$ cat config.mk
export PLATFORM = sky130hd
export DESIGN_NAME = usram_job_sched
export DESIGN_NICKNAME = d
export VERILOG_FILES = /design/src/rtl/mhsa_pkg.sv /design/src/rtl/usram_rd_skid.sv /design/src/rtl/usram_job_sched.sv
export SDC_FILE = /design/constraint.sdc
export NUM_CORES = 1
export LEC_CHECK = 0
export BUFFER_PORTS_ARGS = -buffer_cell sky130_fd_sc_hd__buf_2
export CORE_AREA = 2 2 164 166
export CTS_BUF_LIST = sky130_fd_sc_hd__clkbuf_4 sky130_fd_sc_hd__clkbuf_8
export DETAILED_ROUTE_END_ITERATION = 6
export DIE_AREA = 0 0 166 168
export HOLD_SLACK_MARGIN = 0.05
export PLACE_DENSITY = 0.83
export SYNTH_ARGS = -nofsm -noshare
export SYNTH_HDL_FRONTEND = slang
export SYNTH_SLANG_ARGS = --single-unit
$ cat constraint.sdc
create_clock -name clk -period 8.8 [get_ports clk]
set_clock_uncertainty 0.15 [all_clocks]
set_input_delay 1.32 -clock clk [delete_from_list [all_inputs] [get_ports clk]]
set_output_delay 1.32 -clock clk [all_outputs]
set_load 0.02 [all_outputs]
$ cat src/rtl/mhsa_pkg.sv
// mhsa_pkg: shared state type and usram geometry for the MHSA job scheduler
package mhsa_pkg;
   typedef enum logic [1:0] {IDLE, LOAD, STORE, DONE} sched_state_t;
   localparam int USRAM_AW = 14;
   localparam int USRAM_DW = 64;
endpackage

$ cat src/rtl/usram_rd_skid.sv
// usram_rd_skid: 2-entry synchronous FIFO holding usram read data for the engine
//  clk, rst_n : clock, synchronous active-low reset (flushes the FIFO)
//  push_i     : write data_i this cycle
//  pop_i      : drop the head entry this cycle
//  data_o     : head entry
//  count_o    : occupancy 0..2
module usram_rd_skid import mhsa_pkg::*; (
   input  logic                clk,
   input  logic                rst_n,
   input  logic                push_i,
   input  logic                pop_i,
   input  logic [USRAM_DW-1:0] data_i,
   output logic [USRAM_DW-1:0] data_o,
   output logic [1:0]          count_o
);
   logic [USRAM_DW-1:0] mem_q [2];
   logic                wr_ptr_q, rd_ptr_q;
   logic [1:0]          count_q;

   always_ff @(posedge clk) begin
      if (!rst_n) begin
         wr_ptr_q <= 1'b0;
         rd_ptr_q <= 1'b0;
         count_q  <= 2'd0;
      end else begin
         if (push_i) begin
            mem_q[wr_ptr_q] <= data_i;
            wr_ptr_q        <= ~wr_ptr_q;
         end
         if (pop_i) rd_ptr_q <= ~rd_ptr_q;
         count_q <= count_q + 2'(push_i) - 2'(pop_i);
      end
   end

   assign data_o  = mem_q[rd_ptr_q];
   assign count_o = count_q;
endmodule

$ cat src/rtl/usram_job_sched.sv
// usram_job_sched: sequences one MHSA load/store job and owns the shared usram port
//  clk, rst_n                : clock, synchronous active-low reset
//  start_i                   : rising edge launches a job (ignored while busy)
//  input_base_i, len_in_i    : load phase address and word count
//  output_base_i, len_out_i  : store phase address and word count
//  busy_o, done_o            : job in progress / one-cycle completion pulse
//  host_*                    : host usram access, granted only while idle
//  usram_*                   : usram port (read data valid one cycle after a read)
//  eng_in_*                  : load stream to the engine (valid/ready)
//  eng_out_*                 : result stream from the engine (valid/ready)
module usram_job_sched import mhsa_pkg::*; #(
   parameter int AW = USRAM_AW,
   parameter int LW = 14
) (
   input  logic                clk,
   input  logic                rst_n,
   input  logic                start_i,
   input  logic [AW-1:0]       input_base_i,
   input  logic [AW-1:0]       output_base_i,
   input  logic [LW-1:0]       len_in_i,
   input  logic [LW-1:0]       len_out_i,
   output logic                busy_o,
   output logic                done_o,
   input  logic                host_req_i,
   input  logic                host_we_i,
   input  logic [AW-1:0]       host_addr_i,
   input  logic [USRAM_DW-1:0] host_wdata_i,
   output logic                host_gnt_o,
   output logic                usram_en_o,
   output logic                usram_we_o,
   output logic [AW-1:0]       usram_addr_o,
   output logic [USRAM_DW-1:0] usram_wdata_o,
   input  logic [USRAM_DW-1:0] usram_rdata_i,
   output logic                eng_in_valid_o,
   input  logic                eng_in_ready_i,
   output logic [USRAM_DW-1:0] eng_in_data_o,
   input  logic                eng_out_valid_i,
   output logic                eng_out_ready_o,
   input  logic [USRAM_DW-1:0] eng_out_data_i
);
   sched_state_t        state_q, state_d;
   logic                start_q, inflight_q;
   logic [AW-1:0]       in_base_q, in_base_d, out_base_q, out_base_d;
   logic [LW-1:0]       len_in_q, len_in_d, len_out_q, len_out_d;
   logic [LW-1:0]       rd_cnt_q, rd_cnt_d, wr_cnt_q, wr_cnt_d;
   logic [USRAM_DW-1:0] wdata_q;
   logic [1:0]          skid_cnt;
   logic                launch, pop, rd_issue, wr_beat, host_wr;

   usram_rd_skid u_skid (
      .clk     (clk),
      .rst_n   (rst_n),
      .push_i  (inflight_q),
      .pop_i   (pop),
      .data_i  (usram_rdata_i),
      .data_o  (eng_in_data_o),
      .count_o (skid_cnt)
   );

   assign launch         = start_i & ~start_q & (state_q == IDLE);
   assign eng_in_valid_o = skid_cnt != 2'd0;
   assign pop            = eng_in_valid_o & eng_in_ready_i;
   // A slot freed by this cycle's pop counts as credit, so an always-ready engine gets 1 word/cycle
   assign rd_issue       = (state_q == LOAD) && (rd_cnt_q < len_in_q) &&
                           ((3'(skid_cnt) + 3'(inflight_q)) < (3'd2 + 3'(pop)));
   // Ready is withheld once len_out beats are taken so len_out=0 never writes
   assign eng_out_ready_o = (state_q == STORE) && (wr_cnt_q < len_out_q);
   assign wr_beat         = eng_out_ready_o & eng_out_valid_i;
   assign host_gnt_o      = (state_q == IDLE) & host_req_i;
   assign host_wr         = host_gnt_o & host_we_i;
   assign usram_en_o      = host_gnt_o | rd_issue | wr_beat;
   assign usram_we_o      = host_wr | wr_beat;
   assign usram_addr_o    = state_q == LOAD  ? in_base_q + AW'(rd_cnt_q) :
                            state_q == STORE ? out_base_q + AW'(wr_cnt_q) : host_addr_i;
   assign usram_wdata_o   = wr_beat ? eng_out_data_i : host_wr ? host_wdata_i : wdata_q;
   assign busy_o          = state_q != IDLE;
   assign done_o          = state_q == DONE;

   always_comb begin
      state_d    = state_q;
      in_base_d  = in_base_q;
      out_base_d = out_base_q;
      len_in_d   = len_in_q;
      len_out_d  = len_out_q;
      rd_cnt_d   = rd_cnt_q + LW'(rd_issue);
      wr_cnt_d   = wr_cnt_q + LW'(wr_beat);
      case (state_q)
         IDLE: if (launch) begin
            state_d    = LOAD;
            in_base_d  = input_base_i;
            out_base_d = output_base_i;
            len_in_d   = len_in_i;
            len_out_d  = len_out_i;
            rd_cnt_d   = '0;
            wr_cnt_d   = '0;
         end
         LOAD:    if (rd_cnt_q == len_in_q && skid_cnt == 2'd0 && !inflight_q) state_d = STORE;
         STORE:   if (wr_cnt_q == len_out_q) state_d = DONE;
         default: state_d = IDLE;
      endcase
   end

   always_ff @(posedge clk) begin
      if (!rst_n) begin
         state_q    <= IDLE;
         start_q    <= 1'b1;
         inflight_q <= 1'b0;
         in_base_q  <= '0;
         out_base_q <= '0;
         len_in_q   <= '0;
         len_out_q  <= '0;
         rd_cnt_q   <= '0;
         wr_cnt_q   <= '0;
         wdata_q    <= '0;
      end else begin
         state_q    <= state_d;
         start_q    <= start_i;
         inflight_q <= rd_issue;
         in_base_q  <= in_base_d;
         out_base_q <= out_base_d;
         len_in_q   <= len_in_d;
         len_out_q  <= len_out_d;
         rd_cnt_q   <= rd_cnt_d;
         wr_cnt_q   <= wr_cnt_d;
         wdata_q    <= usram_wdata_o;
      end
   end
endmodule
==> impl_metrics.json, run 1 <==
{
  "status": "finished with violations",
  "violations": "design-rule violations",
  "grt_pass1_wl_um": 60800,
  "clk_latency_ns": 0.58,
  "start_util": 0.534,
  "postRouteAntennaNets": 0,
  "routedWlPerCell_um": 18.8,
  "worstHoldStart": "len_out_q[9]",
  "cts_inserted_buffers": 47,
  "reg2reg_to": "wr_cnt_q[10]",
  "synth_xor_area_frac": 0.0268,
  "pin_count": 418,
  "yosysWarnings": 0,
  "track_usage": 0.270,
  "drc": 1,
  "relSlewSlack": 0.132,
  "netlist.area_leader.share": 0.273,
  "min_to": "len_out_q[9]",
  "fin_util": 0.658,
  "hold_viol": 0,
  "routed-via-count": 12300,
  "cp_data_required_time_ns": 7.33,
  "core_area_mm2": 0.0264,
  "avgSynthCellArea_um2": 10.3,
  "synthArstFlopShare": 0,
  "dpl_cell_area_mm2": 0.0163,
  "worstHoldPathType": "reg -> reg",
  "cp.arrival_ns": 4.35,
  "fin_ws_ns": 2.98,
  "worst_pin_slew_ns": 1.29,
  "setup_viol": 0,
  "syn-cell-area_mm2": 0.0141,
  "die_h_um": 168,
  "dieArea_mm2": 0.0279,
  "dpl.hpwl_um": 28500,
  "cts_sinks": 285,
  "total_power_mw": 4.06,
  "worstSetupStartpoint": "wr_cnt_q[1]",
  "dp.cells": 2047,
  "rrSetupSlack_ns": 3.82,
  "synth_fa_ha_area_frac": 0.0616,
  "period_share": 0.662,
  "critPathMaxFanout": 111,
  "drt-initial-drc-count": 993,
  "cp-end-kind": "output pin",
  "r2r_cells": 14,
  "rows": 60,
  "drive_gt1_frac": 0.329,
  "finalSetupTns_ns": 0,
  "fin_area_mm2": 0.0173,
  "syn_inst": 1369,
  "post_cts_buffers": 0,
  "cts_buffer_depth": 3,
  "place_congestion": 0.919,
  "vdd_drop_max_mv": 0.183,
  "synthDistinctLibCells": 64,
  "drtPass1Iterations": 7,
  "start_kind": "register",
  "grt_max_degree": 112,
  "synth.most_common_cell": "nand2_1",
  "port_buffers": 417,
  "synth_seq_cells": 285,
  "dp_slack_ns": 3.65,
  "syn-num-nets": 1706,
  "synth_edf_count": 128,
  "globalRouteOverflowTotal": 0,
  "cts_tree": "yes",
  "r2r-start": "wr_cnt_q[1]",
  "whs_path_depth": 2,
  "routed_wl_um": 40200,
  "clock.fmax_mhz": 172,
  "antenna_found_initial": 4,
  "nNetsFinal": 2092,
  "synth_top_family_by_area": "compound AO/OA/AOI/OAI gates",
  "ctsResizeCount": 0,
  "final_cells": 2136,
  "maxCapViolCount": 0,
  "yosys.area_share.simple": 0.130,
  "p_leak_nw": 7.73,
  "synth.largest_area_cell": "edfxtp_1",
  "htree_num_levels": 2,
  "synth-compound-area-share": 0.141,
  "maxSlewViolCount": 0,
  "synth_commonest_cells": "nand2_1, dfxtp_1, a21oi_1",
  "die_w_um": 166,
  "min_period_ns": 5.82,
  "muxShareOfSynthArea": 0.0996,
  "area_growth_pct": 23.2,
  "whs_ns": 0.308,
  "seq_area_frac_synth": 0.497,
  "p_per_area_mw_per_mm2": 234,
  "root_buffer": "clkbuf_8",
  "path_clk_slew_ns": 0.06,
  "vias_per_cell": 5.74,
  "grt_setup_unrepaired": "false",
  "yosys_most_used_dff": "dfxtp_1",
  "grt_pass1_vias": 11700,
  "worst-setup-path-type": "reg -> out",
  "postCtsHoldBufs": 0,
  "synth_area_leaders": "edfxtp_1, dfxtp_1, ha_1"
}
report_power, final:
| part | switching, mW | internal (mW) |
|---|---|---|
| combinational | 0.787 | 0.447 |
| sequential | 0.0490 | 1.47 |
| clock | 0.542 | 0.761 |
| total | 1.38 | 2.68 |
worst max-delay path by stage:
stage / endpoint / cells past startpoint / slack, ns
after global routing: usram_wdata_o[2] / 8 / 2.70
after floorplan: u_skid.mem_q[0][0] / 3 / 3.88
after global placement: usram_wdata_o[7] / 8 / 3.81
final: usram_wdata_o[2] / 8 / 2.98
after CTS: usram_wdata_o[2] / 8 / 3.01
after detailed placement: usram_wdata_o[7] / 8 / 3.65
final cells by class:
cell class | instances | area, µm²
inverters | 52 | 196
fillers | 2091 | 9020
flip-flops and latches | 285 | 6990
clock inverters | 18 | 224
clock buffers | 67 | 835
repair buffers | 426 | 2160
multi-input cells | 943 | 6500
diodes | 4 | 10.0
well taps | 341 | 427
layout by cell type (no fill, tap or decap), types with 55 or more instances in the layout:
master    count
nand2_1     198
a21oi_1     149
ha_1         66
mux2_2       64
nand4_1      62
edfxtp_1    128
mux2i_1      68
buf_2       416
dfxtp_1     156
a31o_1       55
worst max-delay path, cell delays in order, from the launching register on:
cell,delay [ns]
dfxtp_1,0.42
ha_1,0.27
nor2b_1,0.13
o21a_1,0.16
o21ai_1,0.21
a21o_4,0.86
nand3_1,1.01
a21oi_1,0.48
buf_2,0.22
flip-flops by register name, summed over array words and instances (netlist names), named ones only:
signal           count
u_skid.mem_q       128
wdata_q             64
in_base_q           14
len_in_q            14
len_out_q           14
out_base_q          14
rd_cnt_q            14
wr_cnt_q            14
state_q              2
u_skid.count_o       2
inflight_q           1
start_q              1
u_skid.rd_ptr_q      1
u_skid.wr_ptr_q      1
metal layers:
layer,global-route usage,share of wire,up-vias
li1,-,-,5777
met1,0.328,0.39,5745
met2,0.462,0.49,613
met3,0.0632,0.083,115
met4,0.113,0.038,0
met5,0,0,-
logic make-up (layout without fill, tap and decap cells):
logic type,count (synthesis),after routing
AO/OA/AOI/OAI,305,305
XOR/XNOR,43,43
adder cells (fa/ha/maj),68,68
buffers and inverters,141,563
flip-flops,285,285
multiplexers,132,132
other,0,4
AND/OR/NAND/NOR,395,395
(Power assumes the default switching activity.)
==> run 2: changes to the inputs <==
- ABC_AREA: default -> 1
- CORE_AREA: 2 2 164 166 -> default
- CORE_UTILIZATION: default -> 49
- DIE_AREA: 0 0 166 168 -> default
- PLACE_DENSITY: 0.83 -> 0.79
- clock period: 8.8 -> 4.7 ns (I/O delays scaled with it)
==> impl_metrics.json, run 2 <==
{
  "post_cts_buffers": 0,
  "largestRegisters": "u_skid.mem_q: 128 flops, wdata_q: 64 flops",
  "hold_viol": 0,
  "syn_inst": 1872,
  "critPathMaxFanout": 49,
  "globalRouteOverflowTotal": 0,
  "cp_slowest_cell": "buf_4",
  "synth.most_common_cell": "nand2_1",
  "path_clk_slew_ns": 0.06,
  "start_util": 0.499,
  "track_usage": 0.261,
  "synth.largest_area_cell": "edfxtp_1",
  "seq_area_frac_synth": 0.472,
  "avgSynthCellArea_um2": 7.90,
  "vdd_drop_max_mv": 0.287,
  "grt_pass1_vias": 12800,
  "netlist.area_leader.share": 0.260,
  "period_share": 0.886,
  "port_buffers": 417,
  "cts_tree": "yes",
  "synth_commonest_cells": "nand2_1, inv_1, nor2_1",
  "seqCellArea_mm2": 0.00699,
  "synth_area_leaders": "edfxtp_1, dfxtp_1, nand2_1",
  "grt_pass1_wl_um": 64500,
  "dieArea_mm2": 0.0309,
  "grt_max_degree": 87,
  "root_buffer": "clkbuf_8",
  "start_kind": "register",
  "cp_data_required_time_ns": 3.85,
  "max_stage_delay_ns": 0.55,
  "routedWlPerCell_um": 15.4,
  "drtPass1Iterations": 6,
  "synth_edf_count": 128,
  "synth_seq_cells": 285,
  "min_period_ns": 4.17,
  "status": "complete, no violations",
  "setup_viol": 0,
  "mostFrequentLayoutCells": "nand2_1, buf_2, inv_1, nor2_1, dfxtp_1",
  "rows": 63,
  "synthArstFlopShare": 0,
  "final_cells": 2706,
  "final_common_cell": "nand2_1",
  "pin_count": 418,
  "syn-cell-area_mm2": 0.0148,
  "cp-end-kind": "output pin",
  "syn-num-nets": 2209,
  "nFillCells": 2599,
  "synthDistinctLibCells": 35,
  "maxCapViolCount": 0,
  "nNetsFinal": 2606,
  "core_area_mm2": 0.0296,
  "htree_num_levels": 2,
  "worst_pin_slew_ns": 0.846,
  "relSlewSlack": 0.436,
  "clock.fmax_mhz": 240,
  "postRouteAntennaNets": 0,
  "maxSlewViolCount": 0,
  "top_register": "u_skid.mem_q",
  "yosys_most_used_dff": "dfxtp_1",
  "grt_setup_unrepaired": "false",
  "routed-via-count": 13800,
  "p_leak_nw": 9.51,
  "vias_per_cell": 5.11,
  "antenna_found_initial": 6,
  "die_h_um": 176,
  "die_w_um": 176,
  "drt-initial-drc-count": 932,
  "largest_reg_flops": 128,
  "routed_wl_um": 41600,
  "cts_inserted_buffers": 49,
  "postCtsHoldBufs": 0,
  "cp_cell_sequence": "inv_1 -> ha_1 -> buf_4 -> nand2_1 -> nor2_1 -> nand3_1 -> nor2_4 -> buf_4 -> nand4_1 -> nand2_1 -> inv_1 -> buf_2",
  "dpl.hpwl_um": 30000,
  "worstHoldPathType": "in -> reg",
  "area_growth_pct": 23.2,
  "clk_latency_ns": 0.56,
  "worst-setup-path-type": "reg -> out",
  "drc": 0,
  "multi_input_area_mm2": 0.00620,
  "place_congestion": 0.928,
  "ctsResizeCount": 0,
  "p_per_area_mw_per_mm2": 458,
  "dp.cells": 2608,
  "yosysWarnings": 0,
  "cp.arrival_ns": 3.31,
  "finalSetupTns_ns": 0,
  "cts_sinks": 285,
  "drive_gt1_frac": 0.260,
  "cts_buffer_depth": 3
}
-- run 2: final cells by class --
class / instances / share of cell area
Antenna cell: 6 / 0.000824
Inverter: 331 / 0.0682
Timing Repair Buffer: 435 / 0.122
Sequential cell: 285 / 0.383
Tap cell: 390 / 0.0268
Clock inverter: 15 / 0.00714
Multi-Input combinational cell: 1167 / 0.340
Clock buffer: 77 / 0.0513
-- run 2: metrics by stage --
| step | area (µm²) | power, mW | hold slack, ns | setup WS (ns) | utilization |
|---|---|---|---|---|---|
| 4_1_cts | 18200 | 8.38 | 0.145 | 0.533 | 0.614 |
| 3_5_place_dp | 17100 | 5.97 | 0.283 | 1.16 | 0.578 |
| 3_3_place_gp | 17100 | 5.92 | 0.280 | 1.20 | 0.578 |
| 2_1_floorplan | 14800 | 5.03 | 0.276 | 0.0962 | - |
| 6_report | 18200 | 8.34 | 0.178 | 0.534 | 0.615 |
| 5_1_grt | 18200 | 8.83 | 0.145 | 0.293 | 0.615 |
-- run 2: final timing paths --
kind,from,endpoint,slack [ns],cells past startpoint
max,state_q[0],usram_wdata_o[33],0.53,12
min,usram_rdata_i[31],u_skid.mem_q[1][31],0.18,1
max reg2reg,state_q[0],wr_cnt_q[12],1.19,20
min reg2reg,u_skid.rd_ptr_q,register,0.29,1
-- run 2: critical path, delay by kind of cell, from the launching register on --
family | cells | cell delay [ns]
AND/OR/NAND/NOR | 6 | 1.10
flip-flops | 1 | 0.33
buffers and inverters | 5 | 1.12
adder cells (fa/ha/maj) | 1 | 0.15
-- run 2: per-layer routing --
layer | up-vias | global-route usage | routed length [µm]
li1 | 6807 | - | -
met1 | 6238 | 0.333 | 17100
met2 | 669 | 0.430 | 19500
met3 | 116 | 0.0552 | 3560
met4 | 0 | 0.102 | 1410
met5 | - | 0 | 0
-- run 2: logic make-up (layout without fill, tap and decap cells) --
group	Yosys count	count (layout)	share of synthesized area
simple gates	847	847	0.241
compound gates	174	174	0.0608
mux	64	64	0.0487
flops	285	285	0.472
other cells	0	6	0
xor+xnor	14	14	0.00829
fa+ha+maj	68	68	0.0585
buf+inv	420	858	0.111
-- run 2: where the power goes --
part | switching [mW] | internal (mW)
Combinational | 2.05 | 0.983
Clock | 1.00 | 1.38
Sequential | 0.0861 | 2.84
==> run 3: changes to the inputs <==
--- a/constraint.sdc
+++ b/constraint.sdc
@@ -3,3 +3,3 @@
 set_input_delay 0.705 -clock clk [delete_from_list [all_inputs] [get_ports clk]]
 set_output_delay 0.705 -clock clk [all_outputs]
-set_load 0.02 [all_outputs]
+set_load 0.01 [all_outputs]
==> impl_metrics.json, run 3 (synthesis results as in run 2) <==
{
  "path_clk_slew_ns": 0.06,
  "area_growth_pct": 22.3,
  "final_common_cell": "nand2_1",
  "cp.arrival_ns": 3.24,
  "setup_viol": 0,
  "port_buffers": 417,
  "cp_cell_sequence": "inv_1 -> ha_1 -> buf_4 -> nand2_1 -> nor2_1 -> nand3_1 -> nor2_4 -> buf_4 -> buf_4 -> nand4_1 -> nand2_1 -> inv_1 -> buf_2",
  "largest_reg_flops": 128,
  "critPathMaxFanout": 40,
  "p_per_area_mw_per_mm2": 430,
  "drtPass1Iterations": 5,
  "postRouteAntennaNets": 0,
  "path_buf_inv": 6,
  "ctsResizeCount": 0,
  "dp_slack_ns": 1.20,
  "grt_max_degree": 87,
  "clk_latency_ns": 0.57,
  "globalRouteOverflowTotal": 0,
  "root_buffer": "clkbuf_8",
  "track_usage": 0.259,
  "maxCapViolCount": 0,
  "die_h_um": 176,
  "r2r_cells": 21,
  "start_kind": "register",
  "clkPwrFrac": 0.276,
  "status": "complete, no violations",
  "pin_count": 418,
  "hold_viol": 0,
  "grtUsageMet1": 0.334,
  "rows": 63,
  "multi_input_area_mm2": 0.00620,
  "cp.depth": 13,
  "whs_path_depth": 1,
  "place_congestion": 0.951,
  "cp_slowest_cell": "buf_4",
  "dp.cells": 2608,
  "fin_util": 0.610,
  "finalSetupTns_ns": 0,
  "start_util": 0.499,
  "worstHoldPathType": "in -> reg",
  "routedWlPerCell_um": 15.4,
  "top_usage_layer": "met2",
  "p_int_mw": 4.99,
  "top_register": "u_skid.mem_q",
  "total_power_mw": 7.77,
  "seqCellArea_mm2": 0.00699,
  "power_frac_seq": 0.382,
  "largestRegisters": "u_skid.mem_q: 128 flops, wdata_q: 64 flops",
  "core_area_mm2": 0.0296,
  "path_delay_family": "buffers and inverters",
  "postCtsHoldBufs": 0,
  "period_share": 0.870,
  "cts_tree": "yes",
  "vias_per_cell": 5.07,
  "maxSlewViolCount": 0,
  "clock.fmax_mhz": 244,
  "grt.met3_usage": 0.0509,
  "antenna_found_initial": 7,
  "cts_buffer_depth": 3,
  "grt_use_met2": 0.426,
  "drive_gt1_frac": 0.257,
  "p_leak_nw": 9.43,
  "comb_power_share": 0.342,
  "htree_num_levels": 2,
  "final_cells": 2699,
  "cp_data_required_time_ns": 3.85,
  "routed_wl_um": 41500,
  "mostFrequentLayoutCells": "nand2_1, buf_2, inv_1, nor2_1, dfxtp_1",
  "cts_sinks": 285,
  "nNetsFinal": 2604,
  "grt_pass1_wl_um": 64200,
  "swShare": 0.358,
  "cp-end-kind": "output pin",
  "relSlewSlack": 0.406,
  "dieArea_mm2": 0.0309,
  "worst_pin_slew_ns": 0.891,
  "fin_ws_ns": 0.609,
  "min_period_ns": 4.09,
  "grt_setup_unrepaired": "false",
  "cpMostUsedCell": "buf_4",
  "die_w_um": 176,
  "dpl.hpwl_um": 29600,
  "post_cts_buffers": 0,
  "nFillCells": 2619,
  "grt_pass1_vias": 12900,
  "drt-initial-drc-count": 939,
  "routed-via-count": 13700,
  "cts_inserted_buffers": 47,
  "worst-setup-path-type": "reg -> out",
  "drc": 0,
  "switchingPower_mw": 2.78,
  "vdd_drop_max_mv": 0.269,
  "max_stage_delay_ns": 0.46
}
-- run 3: cell types whose count changed in the layout (fill, tap and decap cells not counted), sizes merged --
cell      change
clkbuf       -11
clkinv        +5
bufinv        -1
clkinvlp      +1
inv           -1
-- run 3: worst reg2reg max path, stage by stage (launching register included) --
cell and delay, ns:
dfxtp_1 0.33, inv_1 0.11, ha_1 0.15, buf_4 0.28, nand2_1 0.09, nor2_1 0.12
nand3_1 0.13, nor2_4 0.11, buf_4 0.31, nand3_2 0.12, inv_1 0.10, ha_1 0.17
ha_1 0.18, nand3_1 0.12, nor2_1 0.15, nand2_1 0.06, nor2_1 0.26, nand2_1 0.15
nand2_1 0.11, nand2_1 0.06, o21ai_0 0.08, inv_1 0.05
-- run 3: through the flow --
step / instance area (µm²) / hold WS (ns)
6_report: 18100 / 0.175
2_1_floorplan: 14800 / 0.276
3_5_place_dp: 17100 / 0.295
3_3_place_gp: 17100 / 0.286
4_1_cts: 18100 / 0.139
5_1_grt: 18100 / 0.139
-- run 3: routing by layer --
metal | part of all wire | vias to the layer above
met5 | 0.00031 | -
met4 | 0.034 | 2
met3 | 0.079 | 119
met2 | 0.46 | 602
met1 | 0.42 | 6184
li1 | - | 6786
-- run 3: final cells by class --
class	instances	share of cell area
Antenna cell	6	0.000830
Clock buffer	66	0.0447
Clock inverter	19	0.00657
Inverter	331	0.0687
Multi-Input combinational cell	1167	0.343
Sequential cell	285	0.386
Tap cell	390	0.0270
Timing Repair Buffer	435	0.123
-- run 3: path summary, 6_finish.rpt --
kind                      from  slack [ns]                  end
max reg2reg         state_q[0]        1.23         wr_cnt_q[12]
min reg2reg    u_skid.rd_ptr_q        0.30      u_skid.rd_ptr_q
min          usram_rdata_i[61]        0.18  u_skid.mem_q[0][61]
max                 state_q[0]        0.61    usram_wdata_o[62]
-- run 3: power by group through the flow --
stage | combinational [mW] | clock [mW] | sequential, mW
floorplan | 1.74 | 0 | 2.95
global placement | 2.58 | 0 | 3.00
detailed placement | 2.63 | 0 | 3.02
CTS | 2.65 | 2.19 | 2.97
global route | 2.94 | 2.31 | 2.99
finish | 2.66 | 2.15 | 2.96
